$ cat src/rtl/instr_encoder_writer_pkg.sv
// -----------------------------------------------------------------------------
// instr_encoder_writer_pkg
// Shared types and helpers for the instruction encoder/writer and the group
// decoders: group IDs, encoding prefixes, per-group opcode widths, the
// register-pair predicates and the word encoder ig_encode().
// -----------------------------------------------------------------------------
package instr_encoder_writer_pkg;

    typedef enum logic [2:0] {
        instr_grp_unknown = 3'd0,
        instr_grp_1       = 3'd1,
        instr_grp_2       = 3'd2,
        instr_grp_3       = 3'd3,
        instr_grp_4       = 3'd4,
        instr_grp_5       = 3'd5
    } instr_group;

    typedef enum logic {
        ST_IDLE = 1'b0,
        ST_EMIT = 1'b1
    } emit_state_t;

    // Group ID prefixes, placed at the MSB end of the encoded word.
    localparam logic [0:0] IG1_PREFIX = 1'b0;
    localparam logic [1:0] IG2_PREFIX = 2'b10;
    localparam logic [3:0] IG3_PREFIX = 4'b1100;
    localparam logic [3:0] IG4_PREFIX = 4'b1101;
    localparam logic [5:0] IG5_PREFIX = 6'b111000;

    // Opcode field widths per group.
    localparam int IG1_OP_W = 3;
    localparam int IG2_OP_W = 6;
    localparam int IG3_OP_W = 2;
    localparam int IG4_OP_W = 4;
    localparam int IG5_OP_W = 3;

    typedef struct packed {
        logic [5:0] opcode;
        logic [3:0] ra;
        logic [3:0] rb;
        logic [2:0] rc;
        logic [7:0] imm_a;
        logic [7:0] imm_b;
    } instr_fields_t;

    typedef struct packed {
        logic        known;
        logic [2:0]  len;   // encoded length in bytes
        logic [31:0] word;  // left-aligned encoding
    } ig_enc_t;

    // Opcodes whose 4-bit register fields name a register pair; the decoders
    // shift such fields right by one.
    function automatic logic ig1_is_for_pair(input logic [2:0] op);
        return (op == 3'd7);
    endfunction

    function automatic logic ig2_is_for_pair(input logic [5:0] op);
        return (op[5:4] == 2'b11);
    endfunction

    function automatic logic ig5_is_for_pair(input logic [2:0] op);
        return (op[2:1] == 2'b11);
    endfunction

    // Pair number p is stored as register 2p so the decoder's shift recovers p.
    function automatic logic [3:0] pair_field(input logic is_pair, input logic [3:0] idx);
        return is_pair ? {idx[2:0], 1'b0} : idx;
    endfunction

    function automatic ig_enc_t ig_encode(input instr_group grp, input instr_fields_t f);
        ig_enc_t    r;
        logic       p;
        r = '0;
        p = 1'b0;
        case (grp)
            instr_grp_1: begin
                p      = ig1_is_for_pair(f.opcode[IG1_OP_W-1:0]);
                r.known = 1'b1;
                r.len   = 3'd2;
                r.word  = {IG1_PREFIX, f.opcode[IG1_OP_W-1:0], pair_field(p, f.ra),
                           f.imm_a, 16'h0000};
            end
            instr_grp_2: begin
                p      = ig2_is_for_pair(f.opcode[IG2_OP_W-1:0]);
                r.known = 1'b1;
                r.len   = 3'd2;
                r.word  = {IG2_PREFIX, f.opcode[IG2_OP_W-1:0], pair_field(p, f.ra),
                           pair_field(p, f.rb), 16'h0000};
            end
            instr_grp_3: begin
                r.known = 1'b1;
                r.len   = 3'd2;
                r.word  = {IG3_PREFIX, f.opcode[IG3_OP_W-1:0], f.ra, f.rb[2:0], f.rc,
                           16'h0000};
            end
            instr_grp_4: begin
                r.known = 1'b1;
                r.len   = 3'd2;
                r.word  = {IG4_PREFIX, f.opcode[IG4_OP_W-1:0], f.imm_a, 16'h0000};
            end
            instr_grp_5: begin
                p      = ig5_is_for_pair(f.opcode[IG5_OP_W-1:0]);
                r.known = 1'b1;
                r.len   = 3'd4;
                r.word  = {IG5_PREFIX, f.opcode[IG5_OP_W-1:0], pair_field(p, f.ra),
                           f.rb[2:0], f.imm_a, f.imm_b};
            end
            default: r = '0;
        endcase
        return r;
    endfunction

endpackage

$ cat src/rtl/instr_encoder_writer_packer.sv
// -----------------------------------------------------------------------------
// instr_word_packer
// Combinational packing of one decoded instruction into its machine word.
//   group  : target instruction group
//   fields : opcode / register / immediate fields
//   known  : group is one of 1..5
//   len    : encoded length in bytes (2 or 4)
//   word   : left-aligned encoding, high byte in [31:24]
// -----------------------------------------------------------------------------
module instr_word_packer
    import instr_encoder_writer_pkg::*;
(
    input  instr_group    group,
    input  instr_fields_t fields,
    output logic          known,
    output logic [2:0]    len,
    output logic [31:0]   word
);

    ig_enc_t enc;

    assign enc   = ig_encode(group, fields);
    assign known = enc.known;
    assign len   = enc.len;
    assign word  = enc.word;

endmodule

$ cat src/rtl/instr_encoder_writer.sv
// -----------------------------------------------------------------------------
// instr_encoder_writer
// Accepts one decoded instruction, packs it and streams it high byte first
// onto an 8-bit memory write port at an auto-incrementing address.
//   clk, reset          : clock, asynchronous active-high reset
//   addr_load, addr_in  : load write pointer (IDLE only)
//   in_valid, in_ready  : instruction handshake (in_ready high only in IDLE)
//   group, opcode, ra_index, rb_index, rc_index, imm_a, imm_b : fields
//   mem_we, mem_addr, mem_data : registered byte write port
//   done                : pulse with the last byte
//   err                 : pulse the cycle after an unknown-group handshake
// -----------------------------------------------------------------------------
module instr_encoder_writer
    import instr_encoder_writer_pkg::*;
#(
    parameter int ADDR_WIDTH = 16
) (
    input  logic                  clk,
    input  logic                  reset,
    input  logic                  addr_load,
    input  logic [ADDR_WIDTH-1:0] addr_in,
    input  logic                  in_valid,
    output logic                  in_ready,
    input  instr_group            group,
    input  logic [5:0]            opcode,
    input  logic [3:0]            ra_index,
    input  logic [3:0]            rb_index,
    input  logic [2:0]            rc_index,
    input  logic [7:0]            imm_a,
    input  logic [7:0]            imm_b,
    output logic                  mem_we,
    output logic [ADDR_WIDTH-1:0] mem_addr,
    output logic [7:0]            mem_data,
    output logic                  done,
    output logic                  err
);

    localparam logic [ADDR_WIDTH-1:0] ADDR_ONE = {{(ADDR_WIDTH-1){1'b0}}, 1'b1};

    emit_state_t           state_q, state_d;
    logic [ADDR_WIDTH-1:0] ptr_q, ptr_d;
    logic [31:0]           shift_q, shift_d;
    // Bytes still to be placed on the port after the one currently driven.
    logic [2:0]            bytes_left_q, bytes_left_d;
    logic                  mem_we_q, mem_we_d;
    logic [ADDR_WIDTH-1:0] mem_addr_q, mem_addr_d;
    logic [7:0]            mem_data_q, mem_data_d;
    logic                  done_q, done_d;
    logic                  err_q, err_d;

    instr_fields_t         fields;
    logic                  enc_known;
    logic [2:0]            enc_len;
    logic [31:0]           enc_word;
    logic                  handshake;
    logic [ADDR_WIDTH-1:0] start_ptr;

    assign fields = '{opcode: opcode, ra: ra_index, rb: rb_index, rc: rc_index,
                      imm_a: imm_a, imm_b: imm_b};

    instr_word_packer u_packer (
        .group  (group),
        .fields (fields),
        .known  (enc_known),
        .len    (enc_len),
        .word   (enc_word)
    );

    assign in_ready  = (state_q == ST_IDLE);
    assign handshake = in_valid & in_ready;
    // A same-cycle pointer load applies to the instruction being accepted.
    assign start_ptr = addr_load ? addr_in : ptr_q;

    always_ff @(posedge clk or posedge reset) begin
        if (reset) begin
            state_q      <= ST_IDLE;
            ptr_q        <= '0;
            shift_q      <= '0;
            bytes_left_q <= '0;
            mem_we_q     <= 1'b0;
            mem_addr_q   <= '0;
            mem_data_q   <= '0;
            done_q       <= 1'b0;
            err_q        <= 1'b0;
        end else begin
            state_q      <= state_d;
            ptr_q        <= ptr_d;
            shift_q      <= shift_d;
            bytes_left_q <= bytes_left_d;
            mem_we_q     <= mem_we_d;
            mem_addr_q   <= mem_addr_d;
            mem_data_q   <= mem_data_d;
            done_q       <= done_d;
            err_q        <= err_d;
        end
    end

    // EMIT spans exactly the cycles in which a byte is on the port, so the
    // state drops back to IDLE once the last registered byte has been shown.
    always_comb begin
        state_d = state_q;
        case (state_q)
            ST_IDLE: if (handshake && enc_known) state_d = ST_EMIT;
            ST_EMIT: if (bytes_left_q == 3'd0) state_d = ST_IDLE;
            default: state_d = ST_IDLE;
        endcase
    end

    // The port is registered, so the first byte is loaded straight from the
    // packer on the accepting edge; later bytes come from the shifter.
    always_comb begin
        ptr_d        = ptr_q;
        shift_d      = shift_q;
        bytes_left_d = bytes_left_q;
        mem_we_d     = 1'b0;
        mem_addr_d   = '0;
        mem_data_d   = '0;
        done_d       = 1'b0;
        err_d        = 1'b0;
        case (state_q)
            ST_IDLE: begin
                if (addr_load) ptr_d = addr_in;
                if (handshake) begin
                    if (enc_known) begin
                        mem_we_d     = 1'b1;
                        mem_addr_d   = start_ptr;
                        mem_data_d   = enc_word[31:24];
                        shift_d      = {enc_word[23:0], 8'h00};
                        ptr_d        = start_ptr + ADDR_ONE;
                        bytes_left_d = enc_len - 3'd1;
                    end else begin
                        err_d = 1'b1;
                    end
                end
            end
            ST_EMIT: begin
                if (bytes_left_q != 3'd0) begin
                    mem_we_d     = 1'b1;
                    mem_addr_d   = ptr_q;
                    mem_data_d   = shift_q[31:24];
                    shift_d      = {shift_q[23:0], 8'h00};
                    ptr_d        = ptr_q + ADDR_ONE;
                    bytes_left_d = bytes_left_q - 3'd1;
                    done_d       = (bytes_left_q == 3'd1);
                end
            end
            default: ;
        endcase
    end

    assign mem_we   = mem_we_q;
    assign mem_addr = mem_addr_q;
    assign mem_data = mem_data_q;
    assign done     = done_q;
    assign err      = err_q;

endmodule

$ cat config.mk
export PLATFORM = sky130hd
export DESIGN_NAME = instr_encoder_writer
export DESIGN_NICKNAME = d
export VERILOG_FILES = /design/src/rtl/instr_encoder_writer_pkg.sv /design/src/rtl/instr_encoder_writer_packer.sv /design/src/rtl/instr_encoder_writer.sv
export SDC_FILE = /design/constraint.sdc
export NUM_CORES = 1
export LEC_CHECK = 0
export BUFFER_PORTS_ARGS = -buffer_cell sky130_fd_sc_hd__buf_2
export CAP_MARGIN = 5
export CORE_MARGIN = 4
export CORE_UTILIZATION = 37
export DETAILED_ROUTE_END_ITERATION = 12
export PLACE_DENSITY = 0.59
export SLEW_MARGIN = 25
export SYNTH_ARGS = -nofsm -noshare
export SYNTH_HDL_FRONTEND = slang
export SYNTH_SLANG_ARGS = --single-unit
$ cat constraint.sdc
create_clock -name clk -period 2.6 [get_ports clk]
set_clock_uncertainty 0.1 [all_clocks]
set_input_delay 0.26 -clock clk [delete_from_list [all_inputs] [get_ports clk]]
set_output_delay 0.26 -clock clk [all_outputs]
set_load 0.05 [all_outputs]
Word level (Yosys, flattened, before mapping). Index checks and enable logic that the tools add are counted.

Bits in registers: 79. Output and inout port bits: 28. Word-level logic and storage cells: 69. Input port bits: 56.

Eq/ne operators: 12. Bitwise logic cells: 2. Add/subtract/negate cells: 4. Reductions and logical operators: 4. Mux-type cells: 38.

Operators with widths (number): $pmux 36 s5 (1); $mux 16 (7); $mux 32 (3); $pmux 16 s2 (2); $pmux 32 s2 (1); $add 16x1->16 const B (2); $mux 8 (3); $mux 4 (4); $pmux 8 s2 (1); $mux 1 (10); $eq 3x3->1 const B (3); $mux 3 (3); $eq 3x1->1 const B (2); $eq 3x2->1 const B (2); $ne 2x1->1 const B (3); $pmux 3 s2 (1); $sub 3x1->3 const B (2); $eq 2x2->1 const B (2); $pmux 1 s2 (2); $logic_not 3->1 (1); $reduce_and 3->1 (1); $reduce_bool 3->1 (1); $and 1x1->1 (1); $logic_and 1x1->1 (1); $not 1->1 (1).

Logic depth before layout (Yosys ltp).
Depth after elaboration: 7. Mapped depth: 9.

Hierarchy. Synthesis repeated with hierarchy kept, for this count alone.

Cell total of the unflattened synthesis: 474. Area, all modules: 4529.3 µm².

Modules (own cells, without submodules): instr_encoder_writer (instances 1, area each 3718.6 µm², seq. area each 1751.7 µm², cells each 356); instr_word_packer (instances 1, area each 810.8 µm², seq. area each 0.0 µm², cells each 118).

Worst setup path before layout. Ideal clock, no wire load.

Path kind: input -> register. From: in addr_load. To: reg ptr_q[10]. Buffers on the path: 2. Data required time: 2.374 ns. Stages on the path: 9. Data arrival time: 2.282 ns. Slack: 0.092 ns. Cell sequence: buf_2 > buf_1 > mux2_2 > ha_1 > nand3b_1 > a2111oi_4 > nand3_1 > xnor2_1 > a221o_1.

Cells in the longest elaborated chain, start to end: 5.

RTL lines: start, declared (RTL line instr_encoder_writer.sv:20) `input logic addr_load,`; $mux 16 (*) (RTL line instr_encoder_writer.sv:72, instr_encoder_writer.sv:122); $add 16x1->16 (RTL line instr_encoder_writer.sv:129) `ptr_d = start_ptr + ADDR_ONE;`; $mux 16 (RTL line instr_encoder_writer.sv:124) `if (enc_known) begin`; $mux 16 (*) (RTL line instr_encoder_writer.sv:123) `if (handshake) begin`; $pmux 16 s2 (*) (RTL line instr_encoder_writer.sv:120) `case (state_q)`; end signal, assigned (RTL line instr_encoder_writer.sv:87) `ptr_q <= ptr_d;`; end, declared (RTL line instr_encoder_writer.sv:41) `logic [ADDR_WIDTH-1:0] ptr_q, ptr_d;`.

Mark *: on every way between the ends. The rest lies on a longest branch, timed or not. A chain may end at the register's enable or synchronous reset.

Worst setup path in the final report.
From: reg ptr_q[0]. To: reg ptr_q[10].

Cells in the longest elaborated chain, start to end: 5. Elaborated cells between the ends (all ways): 7. Classes of those cells: add/sub: 2; mux: 5.

RTL lines: $mux 16 (RTL line instr_encoder_writer.sv:72) `assign start_ptr = addr_load ? addr_in : ptr_q;`; $add 16x1->16 (RTL line instr_encoder_writer.sv:129); $mux 16 (RTL line instr_encoder_writer.sv:124); $mux 16 (RTL line instr_encoder_writer.sv:123); $pmux 16 s2 (*) (RTL line instr_encoder_writer.sv:120).

Mark *: on every way between the ends. The rest lies on a longest branch, timed or not. The select of a mux whose other input is x is not followed.

==> results_dict.tcl <==
set metrics [dict create \
    place_hpwl_mm 8.62 \
    final_util_pct 45.8 \
    relSlewSlack_pct 34.8 \
    crit_cells 7 \
    cpMaxStageDelayCell "a2111oi_4" \
    cts-htree-levels 3 \
    yosysSeqAreaShare_pct 40.3 \
    grt_usage_pct 18.0 \
    yosysWarningCount 0 \
    cts_inserted_buffers 9 \
    rr_endpoint "ptr_q[10]" \
    area_growth_pct 20.7 \
    clock-sinks 70 \
    vias_per_cell 5.59 \
    tightestPinTransition_ps 974 \
    drcViolationCount 0 \
    fin_crit_sh_pct 91.0 \
    post-route-min-period_ps 2370 \
    synth_compound_area_share_pct 22.7 \
    crit_path_end "ptr_q[10]" \
    overflow 0 \
    vdd.ir_drop.worst_mv 0.812 \
    initial_core_util_pct 37.9 \
    nets 602 \
    synth-xor-area-share_pct 5.04 \
    die_x_um 116 \
    cts_setup_buffers 0 \
    cp_top_family "compound AO/OA/AOI/OAI gates" \
    path_class "flip-flop to flip-flop" \
    drtIter0Drc 183 \
    rows 39 \
    antenna_found_initial 0 \
    place.gp.congestion 0.876 \
    final_common_cell "buf_2" \
    ys_ff_latch 70 \
    design.core.area_um2 11500 \
    dp_cells 671 \
    insertion_delay_ps 330 \
    hp-start "imm_b[6]" \
    clockRootBuffer "clkbuf_16" \
    power_density_nw_per_um2 1080 \
    synth_enable_flop_cells 0 \
    avgSynthCellArea_um2 9.49 \
    setup_viol 0 \
    vias 3843 \
    synth_top_family_by_area "compound AO/OA/AOI/OAI gates" \
    power_leakage_nw 2.39 \
    cts.repair.resized 0 \
    worstSetupStartpoint "ptr_q[0]" \
    rsz0062_at_grt "false" \
    layout-drive-gt1-share_pct 24.6 \
    slew_violations 0 \
    max_freq_mhz 423 \
    synthSimpleGateAreaFrac_pct 17.1 \
    holdCritPathClass "primary input to flip-flop" \
    critPathLaunchType "flip-flop" \
    cp.required_ps 2720 \
    reg2reg_slack_ps 230 \
    crit_buf_inv 0 \
    path_clk_slew_ps 50 \
    synth-main-ff-cell "dfrtp_1" \
    grt_max_degree 71 \
    setup_tns_ps 0 \
    grt_pass1_wl_mm 19.2 \
    ff2ff_path_depth 7 \
    cp_cell_sequence "mux2_2, ha_1, nand3b_1, a2111oi_4, nand3_1, xnor2_1, a221o_1" \
    maxCapViolCount 0 \
    drt-total-wl_mm 11.8 \
    synth_fp_nets 520 \
    hold_violations 0 \
    cts_buffer_depth 2 \
    dr.pass1.iters 4 \
    dieArea_um2 13500 \
    end_kind "flip-flop" \
    slowest_delay_ps 580 \
    syn-cell-area_um2 4350 \
    grt_pass1_vias 3832 \
    wl_per_cell_um 17.2 \
    syn_inst 458 \
    outcome "finished clean" \
    dieHeight_um 116 \
    synthAdderAreaFrac_pct 1.73 \
    tritoncts "built" \
    ios 84 \
    finalNonFillerCells 687 \
    antenna_cells 0 \
    crit_arrival_ps 2490 \
    r2r_start "ptr_q[0]" \
    synth.distinct_cells 58 \
    cp_max_fo 7 \
    port-buffer-count 83 \
    ant_nets 0 \
    layout_common_cells "83 x buf_2, 70 x dfrtp_1, 44 x nand2_1" \
    async_reset_ff_share_pct 100 \
    synth.mux.area_fraction_pct 8.81 \
]
[Yosys cell counts, types with 11 or more instances]
cell       n  share of area [%]
a21oi_1   16                1.8
a22o_1    25                5.0
a22oi_1   11                1.9
clkbuf_1  19                1.6
dfrtp_1   70                 40
mux2i_1   27                6.2
nand2_1   44                3.8
nand3_1   19                2.2
nand4_1   11                1.6
nor2_1    22                1.9
o21ai_0   35                4.0
xnor2_1   15                3.0
[per-stage QoR]
stage | power (W) | hold slack (ps) | setup WS (ps) | instance area, um^2
detailed placement | 0.00458 | 274 | 227 | 4970
CTS | 0.00574 | 23.3 | 238 | 5250
finish | 0.00568 | 35.6 | 234 | 5250
floorplan | 0.00382 | 293 | 92.1 | 4350
global placement | 0.00455 | 271 | 276 | 4970
global route | 0.00605 | 20.5 | 42.2 | 5250
[power breakdown]
part / leakage [nW] / internal, W / switching [W] / total (W)
Sequential: 0.902 / 0.00150 / 0.000328 / 0.00183
Clock: 0.133 / 0.000691 / 0.000431 / 0.00112
Combinational: 1.35 / 0.000933 / 0.00179 / 0.00273
Total: 2.39 / 0.00313 / 0.00255 / 0.00568
[routing by layer]
metal	vias to the layer above	global-route usage [%]	wire length, um
li1	1863	-	-
met1	1838	24.3	5400
met2	132	28.1	5480
met3	10	4.97	806
met4	0	5.65	114
met5	-	0	0
[repair_timing]
action / in CTS / in global routing
hold buffers: 1 / 0
setup endpoints to repair: 0 / 0
hold endpoints to repair: 70 / 0
[state kept, by name, indices dropped and copies added (netlist names)]
| signal | count |
|---|---|
| mem_data | 8 |
| bytes_left_q | 3 |
| err | 1 |
| ptr_q | 16 |
| mem_addr | 16 |
| shift_q | 24 |
| done | 1 |
| mem_we | 1 |
[final cells by class]
type                            instances  area [um^2]
Clock buffer                           14          264
Clock inverter                          1         5.00
Fill cell                            1098         6220
Inverter                                9         33.8
Multi-Input combinational cell        346         2410
Sequential cell                        70         1750
Tap cell                              143          179
Timing Repair Buffer                  104          601
[cell families after synthesis]
family | after synthesis
buf+inv | 42
xor+xnor | 25
compound gates | 134
mux | 37
flops | 70
fa+ha+maj | 6
simple gates | 144
[worst min-delay path by stage]
stage	end	slack [ps]	depth (start not counted)
floorplan	shift_q[10]	290	1
global placement	mem_addr[1]	270	3
detailed placement	mem_addr[0]	270	3
CTS	shift_q[14]	20	2
global route	shift_q[12]	20	2
finish	shift_q[14]	40	2
Note: power is estimated with default switching activity, not from simulation.
